--- src/rtl/pack_pkg.sv ---
// Shared types and constants for the packer stream arbiter.
package pack_pkg;
  typedef logic [1:0] pack_k_t;
  typedef enum logic {IDLE = 1'b0, XFER = 1'b1} pack_arb_state_t;
  localparam int PACK_MAX_BEATS = 512;
endpackage

--- src/rtl/rr_arbiter.sv ---
// Combinational round-robin picker: first requester at or after ptr_i, wrapping.
module rr_arbiter
  import pack_pkg::*;
#(
  parameter int N  = 4,
  parameter int IW = $clog2(N)
) (
  input  logic [N-1:0]  req_i,
  input  logic [IW-1:0] ptr_i,
  output logic          gnt_valid_o,
  output logic [IW-1:0] gnt_idx_o
);

  logic [IW:0]   sum;
  logic [IW-1:0] idx;

  always_comb begin
    gnt_valid_o = 1'b0;
    gnt_idx_o   = '0;
    sum         = '0;
    idx         = '0;
    for (int i = 0; i < N; i++) begin
      // ptr and offset are both below N, so one subtraction wraps the sum.
      sum = {1'b0, ptr_i} + (IW+1)'(i);
      if (sum >= (IW+1)'(N)) sum = sum - (IW+1)'(N);
      idx = sum[IW-1:0];
      if (!gnt_valid_o && req_i[idx]) begin
        gnt_valid_o = 1'b1;
        gnt_idx_o   = idx;
      end
    end
  end

endmodule

--- src/rtl/pack_stream_arbiter.sv ---
// Packet-granular round-robin mux of NUM_SRC byte streams onto one data_packer,
// with per-grant k selection and a forced boundary after MAX_BEATS beats.
module pack_stream_arbiter
  import pack_pkg::*;
#(
  parameter int DATA_WIDTH = 8,
  parameter int NUM_SRC    = 4,
  parameter int SRC_W      = $clog2(NUM_SRC),
  parameter int MAX_BEATS  = PACK_MAX_BEATS,
  parameter int CNT_W      = $clog2(MAX_BEATS + 1)
) (
  input  logic                          clk,
  input  logic                          reset,
  input  logic [NUM_SRC*2-1:0]          cfg_k,
  input  logic [NUM_SRC*DATA_WIDTH-1:0] s_axis_tdata,
  input  logic [NUM_SRC-1:0]            s_axis_tvalid,
  output logic [NUM_SRC-1:0]            s_axis_tready,
  input  logic [NUM_SRC-1:0]            s_axis_tlast,
  output logic [DATA_WIDTH-1:0]         m_axis_tdata,
  output logic                          m_axis_tvalid,
  input  logic                          m_axis_tready,
  output logic                          m_axis_tlast,
  output logic [1:0]                    m_k,
  output logic [SRC_W-1:0]              m_src,
  output logic                          busy,
  output logic [NUM_SRC-1:0]            overrun_err,
  input  logic [NUM_SRC-1:0]            err_clr
);

  pack_arb_state_t state_q, state_d;
  logic [SRC_W-1:0] gnt_q, gnt_d, ptr_q, ptr_d;
  pack_k_t          k_q, k_d;
  logic [CNT_W-1:0] cnt_q, cnt_d;
  logic [NUM_SRC-1:0] err_q, err_d;
  logic             arb_valid;
  logic [SRC_W-1:0] arb_idx;
  logic             sel_valid, sel_last, at_limit;

  rr_arbiter #(.N(NUM_SRC), .IW(SRC_W)) u_rr (
    .req_i       (s_axis_tvalid),
    .ptr_i       (ptr_q),
    .gnt_valid_o (arb_valid),
    .gnt_idx_o   (arb_idx)
  );

  // Handshake: a beat moves on a cycle where valid and ready are both high;
  // valid never waits on ready, and the granted source sees the packer's ready.
  always_comb begin
    state_d       = state_q;
    gnt_d         = gnt_q;
    k_d           = k_q;
    ptr_d         = ptr_q;
    cnt_d         = cnt_q;
    err_d         = err_q & ~err_clr;
    s_axis_tready = '0;
    m_axis_tvalid = 1'b0;
    m_axis_tlast  = 1'b0;
    m_axis_tdata  = '0;
    sel_valid     = s_axis_tvalid[gnt_q];
    sel_last      = s_axis_tlast[gnt_q];
    at_limit      = (cnt_q == CNT_W'(MAX_BEATS - 1));
    case (state_q)
      IDLE: begin
        if (arb_valid) begin
          gnt_d   = arb_idx;
          k_d     = cfg_k[2*arb_idx +: 2];
          cnt_d   = '0;
          state_d = XFER;
        end
      end
      XFER: begin
        m_axis_tvalid        = sel_valid;
        m_axis_tdata         = s_axis_tdata[gnt_q*DATA_WIDTH +: DATA_WIDTH];
        m_axis_tlast         = sel_last | at_limit;
        s_axis_tready[gnt_q] = m_axis_tready;
        if (sel_valid && m_axis_tready) begin
          cnt_d = cnt_q + 1'b1;
          if (m_axis_tlast) begin
            state_d = IDLE;
            ptr_d   = (gnt_q == SRC_W'(NUM_SRC - 1)) ? '0 : gnt_q + 1'b1;
            // A set in the same cycle as a clear must win.
            if (!sel_last) err_d[gnt_q] = 1'b1;
          end
        end
      end
      default: state_d = IDLE;
    endcase
  end

  always_ff @(posedge clk or posedge reset) begin
    if (reset) begin
      state_q <= IDLE;
      gnt_q   <= '0;
      k_q     <= '0;
      ptr_q   <= '0;
      cnt_q   <= '0;
      err_q   <= '0;
    end else begin
      state_q <= state_d;
      gnt_q   <= gnt_d;
      k_q     <= k_d;
      ptr_q   <= ptr_d;
      cnt_q   <= cnt_d;
      err_q   <= err_d;
    end
  end

  assign m_k         = k_q;
  assign m_src       = gnt_q;
  assign busy        = (state_q == XFER);
  assign overrun_err = err_q;

endmodule

--- config.mk ---
export PLATFORM = sky130hd
export DESIGN_NAME = pack_stream_arbiter
export DESIGN_NICKNAME = d
export VERILOG_FILES = /design/src/rtl/pack_pkg.sv /design/src/rtl/rr_arbiter.sv /design/src/rtl/pack_stream_arbiter.sv
export SDC_FILE = /design/constraint.sdc
export NUM_CORES = 1
export LEC_CHECK = 0
export CAP_MARGIN = 20
export CORE_UTILIZATION = 40
export DETAILED_ROUTE_END_ITERATION = 10
export GPL_ROUTABILITY_DRIVEN = 0
export PLACE_DENSITY = 0.78
export SYNTH_ARGS = -nofsm -noshare
export SYNTH_HDL_FRONTEND = slang
export SYNTH_SLANG_ARGS = --single-unit
--- constraint.sdc ---
create_clock -name clk -period 1.95 [get_ports clk]
set_input_delay 0.2925 -clock clk [delete_from_list [all_inputs] [get_ports clk]]
set_output_delay 0.2925 -clock clk [all_outputs]
set_load 0.02 [all_outputs]
# == Yosys cells after proc, flatten, opt, wreduce, memory -nomap -nowiden ==
# Index checks and enable logic that the tools add are counted.
# op_classes
mux,42
addsub,9
order_cmp,10
shift,2
bitwise,6
n_eq_ne,4
reduce_logical,11
# op_table
op,n
$shiftx A32 B6 Y8,1
$mux W10,2
$mux W4,5
$pmux W10 S2,1
$mux W2,9
$mux W1,16
$lt A2 B3 Y1 const B,5
$bmux W1 S2,6
$add A10 B1 Y10 const B,1
$eq A10 B9 Y1 const B,1
$ge A3 B3 Y1 const B,3
$and A4 B4 Y4,2
$mux W8,1
$shiftx A8 B4 Y2,1
$sub A2 B1 Y2 const B,4
$add A2 B2 Y3 const B,2
$logic_and A1 B1 Y1,5
$not A4 Y4,1
$or A4 B4 Y4,1
$reduce_and A2 Y1,2
$add A2 B1 Y3 const B,1
$ge A2 B3 Y1 const B,1
$logic_not A1 Y1,3
$reduce_and A3 Y1,1
other kinds (9),9
# totals
reg_bits,21

# == Logic depth before layout (Yosys ltp) ==
# depth
word_depth,16
mapped_depth,7
mapped_depth_nobuf,6

# == Cells and area by module ==
# A second synthesis with hierarchy kept.
# hier_totals
hier_cells,147
hier_area_um2,1480.2
# modules_own_cells
module,cells_each,area_per_inst_um2,n_inst
pack_stream_arbiter,132,1402.6,1
rr_arbiter,15,77.6,1

# == Worst setup path after synthesis ==
# No wires, ideal clock.
# synth_path
path_kind,reg2reg
from,"register gnt_q[1], in the netlist m_src[1]"
to,register cnt_q[9]
setup_ns,0.079
stages_incl_launch_ff,7
arrival_ns,1.813
t_required_ns,1.871
slack_ns,0.058
path_cell_list,dfrtp_1 -> mux4_1 -> and3_1 -> buf_6 -> nand4_2 -> or2_1 -> mux2i_1
# synth_between
elab_chain_cells,5
# synth_rtl
item,line_no,text
"start, declared",pack_stream_arbiter.sv:31,"logic [SRC_W-1:0] gnt_q, gnt_d, ptr_q, ptr_d;"
"start signal, assigned",pack_stream_arbiter.sv:100,gnt_q <= gnt_d;
$bmux W1 S2,pack_stream_arbiter.sv:59,sel_valid = s_axis_tvalid[gnt_q];
$mux W1 (not written as such),pack_stream_arbiter.sv:59,
$logic_and A1 B1 Y1,pack_stream_arbiter.sv:76,if (sel_valid && m_axis_tready) begin
$ne A2 B1 Y1 (no source line),n/a,
$reduce_and A2 Y1 (no source line),n/a,
"end signal, assigned",pack_stream_arbiter.sv:103,cnt_q <= cnt_d;
"end, declared",pack_stream_arbiter.sv:33,"logic [CNT_W-1:0] cnt_q, cnt_d;"
# No other way between the ends. The select of a mux whose other input is x is not followed.
# A chain may end at the register's enable or synchronous reset.

# == Worst setup path in the final report ==
# layout_path
from,"register gnt_q[0], in the netlist m_src[0]"
to,output port m_axis_tlast
# layout_between
elab_chain_cells,4
# layout_rtl
item,line_no,text
$bmux W1 S2,pack_stream_arbiter.sv:60,sel_last = s_axis_tlast[gnt_q];
$mux W1 (not written as such),pack_stream_arbiter.sv:60,
$or A1 B1 Y1,pack_stream_arbiter.sv:74,m_axis_tlast = sel_last | at_limit;
$mux W1,pack_stream_arbiter.sv:62,case (state_q)
"end, declared",pack_stream_arbiter.sv:22,"output logic m_axis_tlast,"
# No other way between the ends. The select of a mux whose other input is x is not followed.

==> summary.txt <==
Outcome
  – Status: finished, violations left
  – Violated checks: setup timing

Clock network
  – Clock buffer depth: 2
  – Clk sinks: 21
  – Clock transition at path regs: 0.08 ns
  – Later-pin clock latency in the skew report: 0.26 ns
  – CTS Hold Bufs: 0
  – H-tree depth: 1
  – Clock Root Buffer: clkbuf_8
  – CTS tree: yes
  – Num CTS Buffers: 3

Floorplanning
  – Die Width: 63.8 µm
  – Die height: 63.8 µm
  – Io pins: 78
  – Initial Util: 0.418
  – Die area: 4070 µm²
  – Site Rows: 22
  – Area of the core: 3660 µm²

Route
  – DR WL/cell: 13.9 µm
  – Avg Vias per Cell: 5.20
  – Router iterations before antenna repair: 4
  – DRT iter0 DRCs: 81
  – DR DRC count: 0
  – Post-DRT Antenna Nets: 0
  – WL final: 4.47 mm
  – Via count: 1679

Synth
  – Seq/Total Area, Yosys: 0.344
  – Synth cell types: 39
  – EDFF count, synth: 0
  – Post-synth top area cell: dfrtp_1
  – Avg Inst Size Synth: 9.56 µm²
  – Syn_nets: 220
  – Mapped Cells: 160
  – Synth area leaders: dfrtp_1 34%, mux4_2 13%, o21ai_0 5.2%, ha_1 4.1%, and2_1 3.7%
  – Count leader, synth: dfrtp_1
  – Yosys reg bits: 21
  – Top cells by count, synth: 21 x dfrtp_1, 16 x o21ai_0, 15 x inv_1
  – Synth Cell Area: 1530 µm²
  – Fraction of registers with async set/reset: 1.00
  – Synth Flop Type: dfrtp_1
  – Synth top area share: 0.344
  – Yosys Warn Count: 0

Pwr
  – Worst VDD drop: 0.000585 V
  – Pint: 1.71 mW
  – Sw Share: 0.394
  – Leakage: 1.22 nW
  – Sw power: 1.11 mW
  – Power Dens Cells: 1050 nW/µm²
  – Clock group share of total power: 0.104
  – Flop pwr share: 0.227
  – Comb pwr share: 0.670
  – Overall power: 2.82 mW

Finish
  – Share of layout cells above drive strength 1: 0.298
  – Diodes inserted: 0
  – Layout Nets: 336
  – Area growth from synthesis to layout: 75.8%

Critical path
  – Reg2reg start: m_src[0]
  – Crit-path max FO: 2
  – Type of origin of the critical path: register
  – Critical Path Start: m_src[0]
  – Worst Path Arrival: 1.74 ns
  – Nature of the critical path endpoint: output port
  – CP required: 1.66 ns
  – Critical path class: reg2out

Global routing
  – Largest net degree at the start of global routing: 22
  – First-pass GRT wire length: 7.67 mm
  – Vias in the first global route: 1641
  – Antenna violations before repair: 0
  – Total gr overflow: 0
  – Gr usage total: 0.241

STA
  – RSZ-0062 raised after global routing: true
  – Endpoints failing setup: 10
  – Count of final hold-check violations: 0
  – Slew headroom: 0.788
  – Min Tclk post-route: 2.03 ns
  – Setup ws final: -0.0809 ns
  – Period utilization: 1.04
  – Worst clock skew: 0.00516 ns
  – Tightest Pin Transition: 0.314 ns
  – Max-slew violation count: 0
  – Max Freq: 492 MHz

Place
  – Hpwl dp: 3.50 mm
  – # port buffers: 77
  – Pre-CTS WS: -0.466 ns

Hold path
  – Hold Crit Class: in2async

Flow run
  – Max-cap violations: 0
==> repair_timing <==
action / in CTS / in global routing
setup buffers: 3 / 1
resized for setup: 53 / 18
endpoints found under the setup margin: 19 / 22
pin swaps: 0 / 1
==> cells in the final DEF, fill, tap and decap left out, types with 2 or more instances in the layout <==
| cell type | Yosys | routed |
|---|---|---|
| buf_4 | 1 | 42 |
| dfrtp_2 | 0 | 2 |
| o21ai_0 | 16 | 14 |
| mux4_2 | 9 | 9 |
| buf_6 | 1 | 4 |
| a21oi_1 | 4 | 4 |
| clkbuf_8 | 0 | 3 |
| a21boi_0 | 2 | 2 |
| o21ai_1 | 0 | 2 |
| nand3_1 | 11 | 11 |
| and3_1 | 3 | 2 |
| ha_1 | 5 | 5 |
| a221o_1 | 2 | 2 |
| nor2_1 | 9 | 8 |
| and2_4 | 0 | 2 |
| o22a_1 | 2 | 2 |
| dfrtp_1 | 21 | 19 |
| clkdlybuf4s50_1 | 0 | 63 |
| o22ai_1 | 5 | 5 |
| nand2_1 | 11 | 11 |
| mux2i_1 | 2 | 2 |
| inv_1 | 15 | 15 |
| xor2_1 | 2 | 2 |
| o41ai_1 | 2 | 2 |
| nand4_1 | 2 | 2 |
| a31oi_1 | 3 | 2 |
| buf_2 | 2 | 6 |
| mux2_2 | 3 | 3 |
| and2_1 | 9 | 7 |
| a21o_1 | 2 | 2 |
==> area by class of cell <==
type | count | area [µm²]
Timing Repair Buffer | 119 | 1070
Fill cell | 269 | 973
Multi-Input combinational cell | 116 | 931
Sequential cell | 21 | 528
Tap cell | 48 | 60.1
Inverter | 15 | 56.3
Clock buffer | 3 | 41.3
Clock inverter | 1 | 5.00
==> metal layers <==
| layer | part of all wire | vias to the layer above | track usage | wire (µm) |
|---|---|---|---|---|
| met2 | 0.50 | 49 | 0.398 | 2260 |
| li1 | - | 816 | - | - |
| met1 | 0.44 | 804 | 0.319 | 1970 |
| met3 | 0.034 | 10 | 0.0429 | 154 |
| met4 | 0.020 | 0 | 0.0739 | 89 |
| met5 | 0 | - | 0 | 0 |
==> sequential cells by signal, summed over array words and instances, names as in the netlist <==
signal and count:
cnt_q 10, overrun_err 4, m_k 2, m_src 2
ptr_q 2, busy 1
==> worst paths after layout <==
check	to	slack, ns	cells past startpoint
worst min register to register	cnt_q[9]	0.49	1
worst min-delay path	cnt_q[2]	0.36	3
worst max register to register	cnt_q[9]	-0.02	8
min in group clk	cnt_q[9]	0.49	1
worst max-delay path	m_axis_tlast	-0.08	5
max in group asynchronous	busy	1.35	3
==> cell families after synthesis <==
| kind of cell | after synthesis | share of synthesized area |
|---|---|---|
| buffers and inverters | 23 | 0.0655 |
| xor gates and xnor gates | 2 | 0.0115 |
| adders and majority gates | 5 | 0.0409 |
| DFF | 21 | 0.344 |
| muxes | 15 | 0.185 |
| AOI/OAI and AO/OA | 41 | 0.172 |
| and+or+nand+nor | 53 | 0.182 |
==> worst max-delay path, stage by stage, from the launching register on <==
cell and delay, ns:
dfrtp_1 0.42, buf_6 0.12, mux4_2 0.54, a31oi_4 0.18
nor2_1 0.06, buf_4 0.16
==> per-stage QoR <==
| stage | hold WS (ns) | std cells | utilization | TNS (ns) | instance area [µm²] |
|---|---|---|---|---|---|
| 4_1_cts | 0.381 | 322 | 0.722 | -0.183 | 2640 |
| 5_1_grt | 0.392 | 323 | 0.734 | -1.36 | 2690 |
| 3_3_place_gp | 0.466 | 315 | 0.714 | -4.16 | 2610 |
| 3_5_place_dp | 0.479 | 315 | 0.714 | -4.53 | 2610 |
| 6_report | 0.364 | 323 | 0.734 | -0.247 | 2690 |
| 2_1_floorplan | 0.269 | 160 | - | 0 | 1530 |
==> power groups by stage <==
stage / combinational (mW) / clock, mW / sequential, mW
3_3_place_gp: 1.83 / 0 / 0.646
3_5_place_dp: 1.85 / 0 / 0.652
2_1_floorplan: 0.941 / 0 / 0.679
6_report: 1.89 / 0.293 / 0.640
4_1_cts: 1.80 / 0.295 / 0.635
5_1_grt: 2.04 / 0.321 / 0.657
No activity file was read; power rests on OpenSTA's default activity.
